## src/rtl/riscv_pkg.sv

```systemverilog
// Shared pipeline types: the decoded control bundle carried from ID to EX,
// the ALU operation encoding, and the side-effect-free NOP control word.
package riscv_pkg;

  localparam int XLEN  = 32;
  localparam int REG_W = 5;

  typedef enum logic [3:0] {
    ALU_ADD  = 4'd0,
    ALU_SUB  = 4'd1,
    ALU_AND  = 4'd2,
    ALU_OR   = 4'd3,
    ALU_XOR  = 4'd4,
    ALU_SLL  = 4'd5,
    ALU_SRL  = 4'd6,
    ALU_SRA  = 4'd7,
    ALU_SLT  = 4'd8,
    ALU_SLTU = 4'd9
  } alu_op_e;

  typedef struct packed {
    logic       reg_write;
    logic       mem_read;
    logic       mem_write;
    logic       mem_to_reg;
    logic       alu_src;
    logic       branch;
    logic       jump;
    logic [3:0] alu_op;
  } ctrl_t;

  // A bubble must never write a register, touch memory or redirect fetch.
  localparam ctrl_t CTRL_NOP = '{
    reg_write:  1'b0,
    mem_read:   1'b0,
    mem_write:  1'b0,
    mem_to_reg: 1'b0,
    alu_src:    1'b0,
    branch:     1'b0,
    jump:       1'b0,
    alu_op:     ALU_ADD
  };

endpackage

```

## src/rtl/id_ex_pipe_reg_sat_counter.sv

```systemverilog
// Saturating up-counter used for the optional pipeline performance counters.
// Sticks at all-ones instead of wrapping so a long run never reads as short.
module sat_counter #(
  parameter int W = 16
) (
  input  logic         clk,
  input  logic         rst,
  input  logic         inc,
  input  logic         clr,
  output logic [W-1:0] count
);

  // Count up on inc, hold at all-ones, synchronous clear on clr.
  always_ff @(posedge clk or posedge rst) begin
    if (rst) begin
      count <= '0;
    end else if (clr) begin
      count <= '0;
    end else if (inc && (count != '1)) begin
      count <= count + W'(1);
    end
  end

endmodule

```

## src/rtl/id_ex_pipe_reg.sv

```systemverilog
// ID->EX pipeline register, the consumer end of the load-use stall/flush
// handshake. Priority per edge: rst > stall_ex > (flush_ex | redirect) > load.
// ex_rd / ex_mem_read feed back to the hazard detector, so ex_rd is forced to
// zero whenever the stage does not hold a valid instruction.
// Optional feature: define PIPE_PERF_CNT_EN to build the bubble/hold
// performance counters; otherwise bubble_cnt and hold_cnt are tied to zero.
module id_ex_pipe_reg
  import riscv_pkg::*;
#(
  parameter int XLEN  = 32,
  parameter int CNT_W = 16
) (
  input  logic             clk,
  input  logic             rst,
  input  logic             stall_ex,
  input  logic             flush_ex,
  input  logic             redirect,
  input  logic             id_valid,
  input  logic [XLEN-1:0]  id_pc,
  input  logic [XLEN-1:0]  id_rs1_data,
  input  logic [XLEN-1:0]  id_rs2_data,
  input  logic [XLEN-1:0]  id_imm,
  input  logic [4:0]       id_rs1,
  input  logic [4:0]       id_rs2,
  input  logic [4:0]       id_rd,
  input  ctrl_t            id_ctrl,
  output logic             ex_valid,
  output logic [XLEN-1:0]  ex_pc,
  output logic [XLEN-1:0]  ex_rs1_data,
  output logic [XLEN-1:0]  ex_rs2_data,
  output logic [XLEN-1:0]  ex_imm,
  output logic [4:0]       ex_rs1,
  output logic [4:0]       ex_rs2,
  output logic [4:0]       ex_rd,
  output ctrl_t            ex_ctrl,
  output logic             ex_mem_read,
  output logic [CNT_W-1:0] bubble_cnt,
  output logic [CNT_W-1:0] hold_cnt
);

  // flush_ex and redirect collapse into a single bubble request; a stall
  // overrides both, so the held instruction is never lost.
  logic load_bubble;
  assign load_bubble = !stall_ex && (flush_ex || redirect);

  // Stage register: hold on stall, bubble on flush/redirect, else load ID.
  always_ff @(posedge clk or posedge rst) begin
    // NOTE: every state register in a sequential block is assigned with <=,
    // so all of them sample the pre-edge values and update together.
    if (rst) begin
      // NOTE: every register here is reset, datapath included, so EX comes
      // out of reset as a clean bubble rather than X-valued operands.
      ex_valid    <= 1'b0;
      ex_pc       <= '0;
      ex_rs1_data <= '0;
      ex_rs2_data <= '0;
      ex_imm      <= '0;
      ex_rs1      <= '0;
      ex_rs2      <= '0;
      ex_rd       <= '0;
      ex_ctrl     <= CTRL_NOP;
    end else if (stall_ex) begin
      // Hold every register.
    end else if (load_bubble) begin
      ex_valid    <= 1'b0;
      ex_pc       <= '0;
      ex_rs1_data <= '0;
      ex_rs2_data <= '0;
      ex_imm      <= '0;
      ex_rs1      <= '0;
      ex_rs2      <= '0;
      ex_rd       <= '0;
      ex_ctrl     <= CTRL_NOP;
    end else begin
      ex_valid    <= id_valid;
      ex_pc       <= id_pc;
      ex_rs1_data <= id_rs1_data;
      ex_rs2_data <= id_rs2_data;
      ex_imm      <= id_imm;
      ex_rs1      <= id_rs1;
      ex_rs2      <= id_rs2;
      // An invalid ID slot must carry no side effects and no destination,
      // otherwise the hazard detector could see a false dependency.
      ex_rd       <= id_valid ? id_rd : 5'd0;
      ex_ctrl     <= id_valid ? id_ctrl : CTRL_NOP;
    end
  end

  assign ex_mem_read = ex_ctrl.mem_read;

`ifdef PIPE_PERF_CNT_EN
  sat_counter #(.W(CNT_W)) u_bubble_cnt (
    .clk   (clk),
    .rst   (rst),
    .inc   (load_bubble),
    .clr   (1'b0),
    .count (bubble_cnt)
  );

  sat_counter #(.W(CNT_W)) u_hold_cnt (
    .clk   (clk),
    .rst   (rst),
    .inc   (stall_ex),
    .clr   (1'b0),
    .count (hold_cnt)
  );
`else
  assign bubble_cnt = '0;
  assign hold_cnt   = '0;
`endif

endmodule
```

## config.mk

```make
export PLATFORM = sky130hd
export DESIGN_NAME = id_ex_pipe_reg
export DESIGN_NICKNAME = d
export VERILOG_FILES = /design/src/rtl/riscv_pkg.sv /design/src/rtl/id_ex_pipe_reg_sat_counter.sv /design/src/rtl/id_ex_pipe_reg.sv
export SDC_FILE = /design/constraint.sdc
export NUM_CORES = 1
export LEC_CHECK = 0
export CORE_MARGIN = 5
export CORE_UTILIZATION = 40
export DETAILED_ROUTE_END_ITERATION = 12
export PLACE_DENSITY = 0.81
export SETUP_SLACK_MARGIN = 0.2
export SYNTH_ARGS = -nofsm -noshare
export SYNTH_HDL_FRONTEND = slang
export SYNTH_SLANG_ARGS = --single-unit
```

## constraint.sdc

```tcl
create_clock -name clk -period 5.45 [get_ports clk]
set_input_delay 0.545 -clock clk [delete_from_list [all_inputs] [get_ports clk]]
set_output_delay 0.545 -clock clk [all_outputs]
set_load 0.02 [all_outputs]
```

Word-level counts from Yosys, hierarchy flattened --
Index checks and enable logic that the tools add are counted. Widths: inputs -> output; s select.
Word-level totals: input bits 160, flip-flop bits (word level) 155, output and inout port bits 188, logic and storage cells 30
Cells by class: reductions and logical operators 3, muxes and demuxes 11
Operator list (number):
- $mux 32 | 4
- $mux 11 | 2
- $mux 5 | 4
- $logic_and 1x1->1 | 1
- $logic_not 1->1 | 1
- $logic_or 1x1->1 | 1
- $mux 1 | 1

Longest topological paths before layout --
depth after elaboration 3, mapped depth 5, depth with buffers taken out 2

Worst setup path after synthesis --
No wires, ideal clock.
kind in2reg, from input port stall_ex, to register ex_ctrl[0] in the netlist's numbering, stages 4, slack 4134 ps, arrival 1195 ps, library setup time 121 ps, data required time 5329 ps, cell sequence buf_2 -> buf_4 -> buf_2 -> a22o_1
Between the ends: word-level cells in the longest chain between the ends 3
RTL lines:
- from (decl) | line id_ex_pipe_reg.sv:15 | input logic stall_ex,
- $logic_not 1->1 | line id_ex_pipe_reg.sv:44 | assign load_bubble = !stall_ex && (flush_ex || redirect);
- $logic_and 1x1->1 | line id_ex_pipe_reg.sv:44
- $mux 11 | line id_ex_pipe_reg.sv:64 | end else if (load_bubble) begin
- to (signal assigned) | line id_ex_pipe_reg.sv:85 | ex_ctrl <= id_valid ? id_ctrl : CTRL_NOP;
- to (decl) | line id_ex_pipe_reg.sv:35 | output ctrl_t ex_ctrl,
Several ways; a longest one is shown, not always the timed one. A chain may end at the register's enable or synchronous reset.

Final worst setup path --
from input port flush_ex, to register ex_rs2_data[15]
Between the ends: word-level cells in the longest chain between the ends 3
RTL lines:
- from (decl) | line id_ex_pipe_reg.sv:16 | input logic flush_ex,
- $logic_or 1x1->1 | line id_ex_pipe_reg.sv:44
- $logic_and 1x1->1 | line id_ex_pipe_reg.sv:44
- $mux 32 | line id_ex_pipe_reg.sv:64
- to (signal assigned) | line id_ex_pipe_reg.sv:78 | ex_rs2_data <= id_rs2_data;
- to (decl) | line id_ex_pipe_reg.sv:30 | output logic [XLEN-1:0] ex_rs2_data,
No other way between the ends.

==> flow_summary_export.csv <==
group,metric,value,unit
floorplanning,ios,348,
layout,diodes,0,
timing,fin_worst_skew,0,ps
placed_design,io_buffer_count,315,
layout,area_delta_synth_final,52.8,%
drt,routedWlPerCell,15.7,um
logic_synthesis,ys.warnings.count,0,
critical_path,cp.required,5720,ps
timing,tns,0,ps
grt,grt-ovfl-total,0,
grt,antenna_found_initial,0,
clock_network,clock_sinks,155,
drt,vias,5559,
timing,slew_viol_final,0,
placed_design,dpl.hpwl,13600,um
critical_path,worstPathMaxFanout,88,
timing,max_freq,421,MHz
logic_synthesis,syn_inst,689,
timing,fin_crit_sh,0.435,
logic_synthesis,synth_cell_types,17,
clock_network,clock_tree.buffer_depth,2,
critical_path,cp-end-kind,"register",
drt,vias_per_cell,4.61,
drt,drt_iter0_drc,361,
timing,min_period,2370,ps
power_and_ir_drop,powerDensity,276,mW/mm^2
clock_network,clock_latency,400,ps
clock_network,cts_resized,0,
grt,grt_util_all_layers,0.189,
grt,grt_pass1_wl,29700,um
floorplanning,chipWidth,140,um
timing,setup_viol,0,
clock_network,path_clk_slew,60,ps
grt,grt_pass1_vias,5479,
clock_network,cts_buffers,17,
run_status,outcome,"finished clean",
timing,worst_pin_slew,1150,ps
logic_synthesis,avgSynthCellArea,9.84,um^2
power_and_ir_drop,power.static_leakage,0.00437,uW
placed_design,finalWeightedCongestion,0.807,
critical_path,crit_type,"in -> reg",
logic_synthesis,synth_area_leaders,"dfrtp_1, nand2b_1, o21ai_1",
clock_network,cts_hold_buf,0,
layout,drive_above_1_share,0.0395,
drt,wl,19000,um
clock_network,postCtsSetupRepairBufs,0,
grt,grt_max_degree,120,
logic_synthesis,syn_area,0.00678,mm^2
flow_run,cap_violations,0,
hold_path,hp-class,"reg -> reg",
floorplanning,fp-row-count,47,
floorplanning,start_util,0.409,
drt,drc,0,
timing,max_slew_margin,0.231,
floorplanning,core,0.0166,mm^2
logic_synthesis,seq_area_frac_synth,0.572,
clock_network,clockRootBuffer,"clkbuf_16",
timing,timing.final.ws_setup,3080,ps
timing,rsz0062_at_grt,"no",
floorplanning,die_h,140,um
floorplanning,dieArea,0.0197,mm^2
critical_path,cp.arrival,2640,ps
clock_network,htree_levels,4,
critical_path,r2r_slack,4690,ps
placed_design,pre_cts_ws,2660,ps
layout,nets,1136,
power_and_ir_drop,ir_drop,194,uV
drt,antenna_left,0,
timing,finalHoldViolCount,0,
drt,drtPass1Iterations,4,
logic_synthesis,ys_ff_latch,155,
clock_network,cts_tree,"done",
logic_synthesis,yosys.area.top_type,"dfrtp_1",
critical_path,start_kind,"input port",
logic_synthesis,synth_top_cell_area_share,0.572,
==> cell type report <==
cell class | count | area, um^2
Inverter | 1 | 8.76
Clock buffer | 20 | 447
Timing Repair Buffer | 320 | 3190
Multi-Input combinational cell | 481 | 2470
Sequential cell | 155 | 3880
Tap cell | 220 | 275
Fill cell | 1385 | 6220
Clock inverter | 10 | 96.3
==> routing by layer <==
metal | track usage | up-vias | routed length [um]
met2 | 0.305 | 238 | 8970
met4 | 0.0688 | 0 | 451
met3 | 0.0688 | 30 | 1800
li1 | - | 2719 | -
met5 | 0 | - | 0
met1 | 0.234 | 2572 | 7760
==> cell usage after synthesis, drive strengths merged <==
master / number
nand2b: 138
nand2: 138
buf: 68
or2: 1
conb: 1
nor3b: 1
mux2: 1
inv: 1
clkbuf: 15
dfrtp: 155
o21ai: 138
a22o: 16
nor2b: 16
==> report_power, final <==
part | switching [uW] | total [uW] | internal, uW | leakage, uW
Clock | 461 | 1100 | 636 | 0.000254
Combinational | 252 | 511 | 259 | 0.00202
Sequential | 35.2 | 1250 | 1210 | 0.00209
Total | 748 | 2860 | 2110 | 0.00437
==> final timing paths <==
| check | cells after the start | start | endpoint |
|---|---|---|---|
| max in group asynchronous | 3 | rst | ex_rs1_data[16]$_DFFE_PP0N_ |
| min | 2 | ex_pc[23]$_DFFE_PP0N_ | ex_pc[23]$_DFFE_PP0N_ |
| min in group asynchronous | 2 | rst | ex_imm[30]$_DFFE_PP0N_ |
| max | 4 | flush_ex | ex_rs2_data[15]$_DFFE_PP0N_ |
| min reg2reg | 2 | ex_pc[23]$_DFFE_PP0N_ | ex_pc[23]$_DFFE_PP0N_ |
| max reg2reg | 1 | ex_rd[1]$_DFFE_PP0N_ | ex_rd[1]$_DFFE_PP0N_ |
==> critical path, cell delays in order <==
cell	delay, ps
clkdlybuf4s50_1	500
or2_4	770
buf_4	600
o21ai_1	160
==> cell families after synthesis <==
logic type             count (synthesis)  synth area share
AOI/OAI and AO/OA                    154             0.123
buffers and inverters                 84            0.0813
DFF                                  155             0.572
muxes                                  1           0.00166
other                                  1          0.000553
and+or+nand+nor                      294             0.222
==> flip-flops by register name, summed over array words and instances, names as in the netlist <==
name / cells
ex_rs1_data: 32
ex_pc: 32
ex_valid: 1
ex_imm: 32
ex_rd: 5
ex_rs2: 5
ex_ctrl: 10
ex_rs2_data: 32
ex_rs1: 5
ex_mem_read: 1
==> stage by stage <==
stage	cell area [um^2]	total power [uW]	instances	hold WS (ps)	utilization
4_1_cts	10400	2890	1207	487	0.625
5_1_grt	10400	2990	1207	506	0.625
3_5_place_dp	9820	1780	1177	474	0.592
6_report	10400	2860	1207	487	0.625
2_1_floorplan	6900	1530	720	590	-
3_3_place_gp	9820	1780	1177	466	0.592
==> placed cells by master, fill, tap and decap left out, drive strengths merged <==
master and instances:
a22o 16, mux2 1, conb 32, dfrtp 155
buf 6, clkinv 4, or2 1, nor2b 16
nor3b 1, o21ai 138, clkinvlp 4, bufinv 1
nand2 138, nand2b 138, clkdlybuf4s50 314, inv 2
clkbuf 20
(Power assumes the default switching activity.)
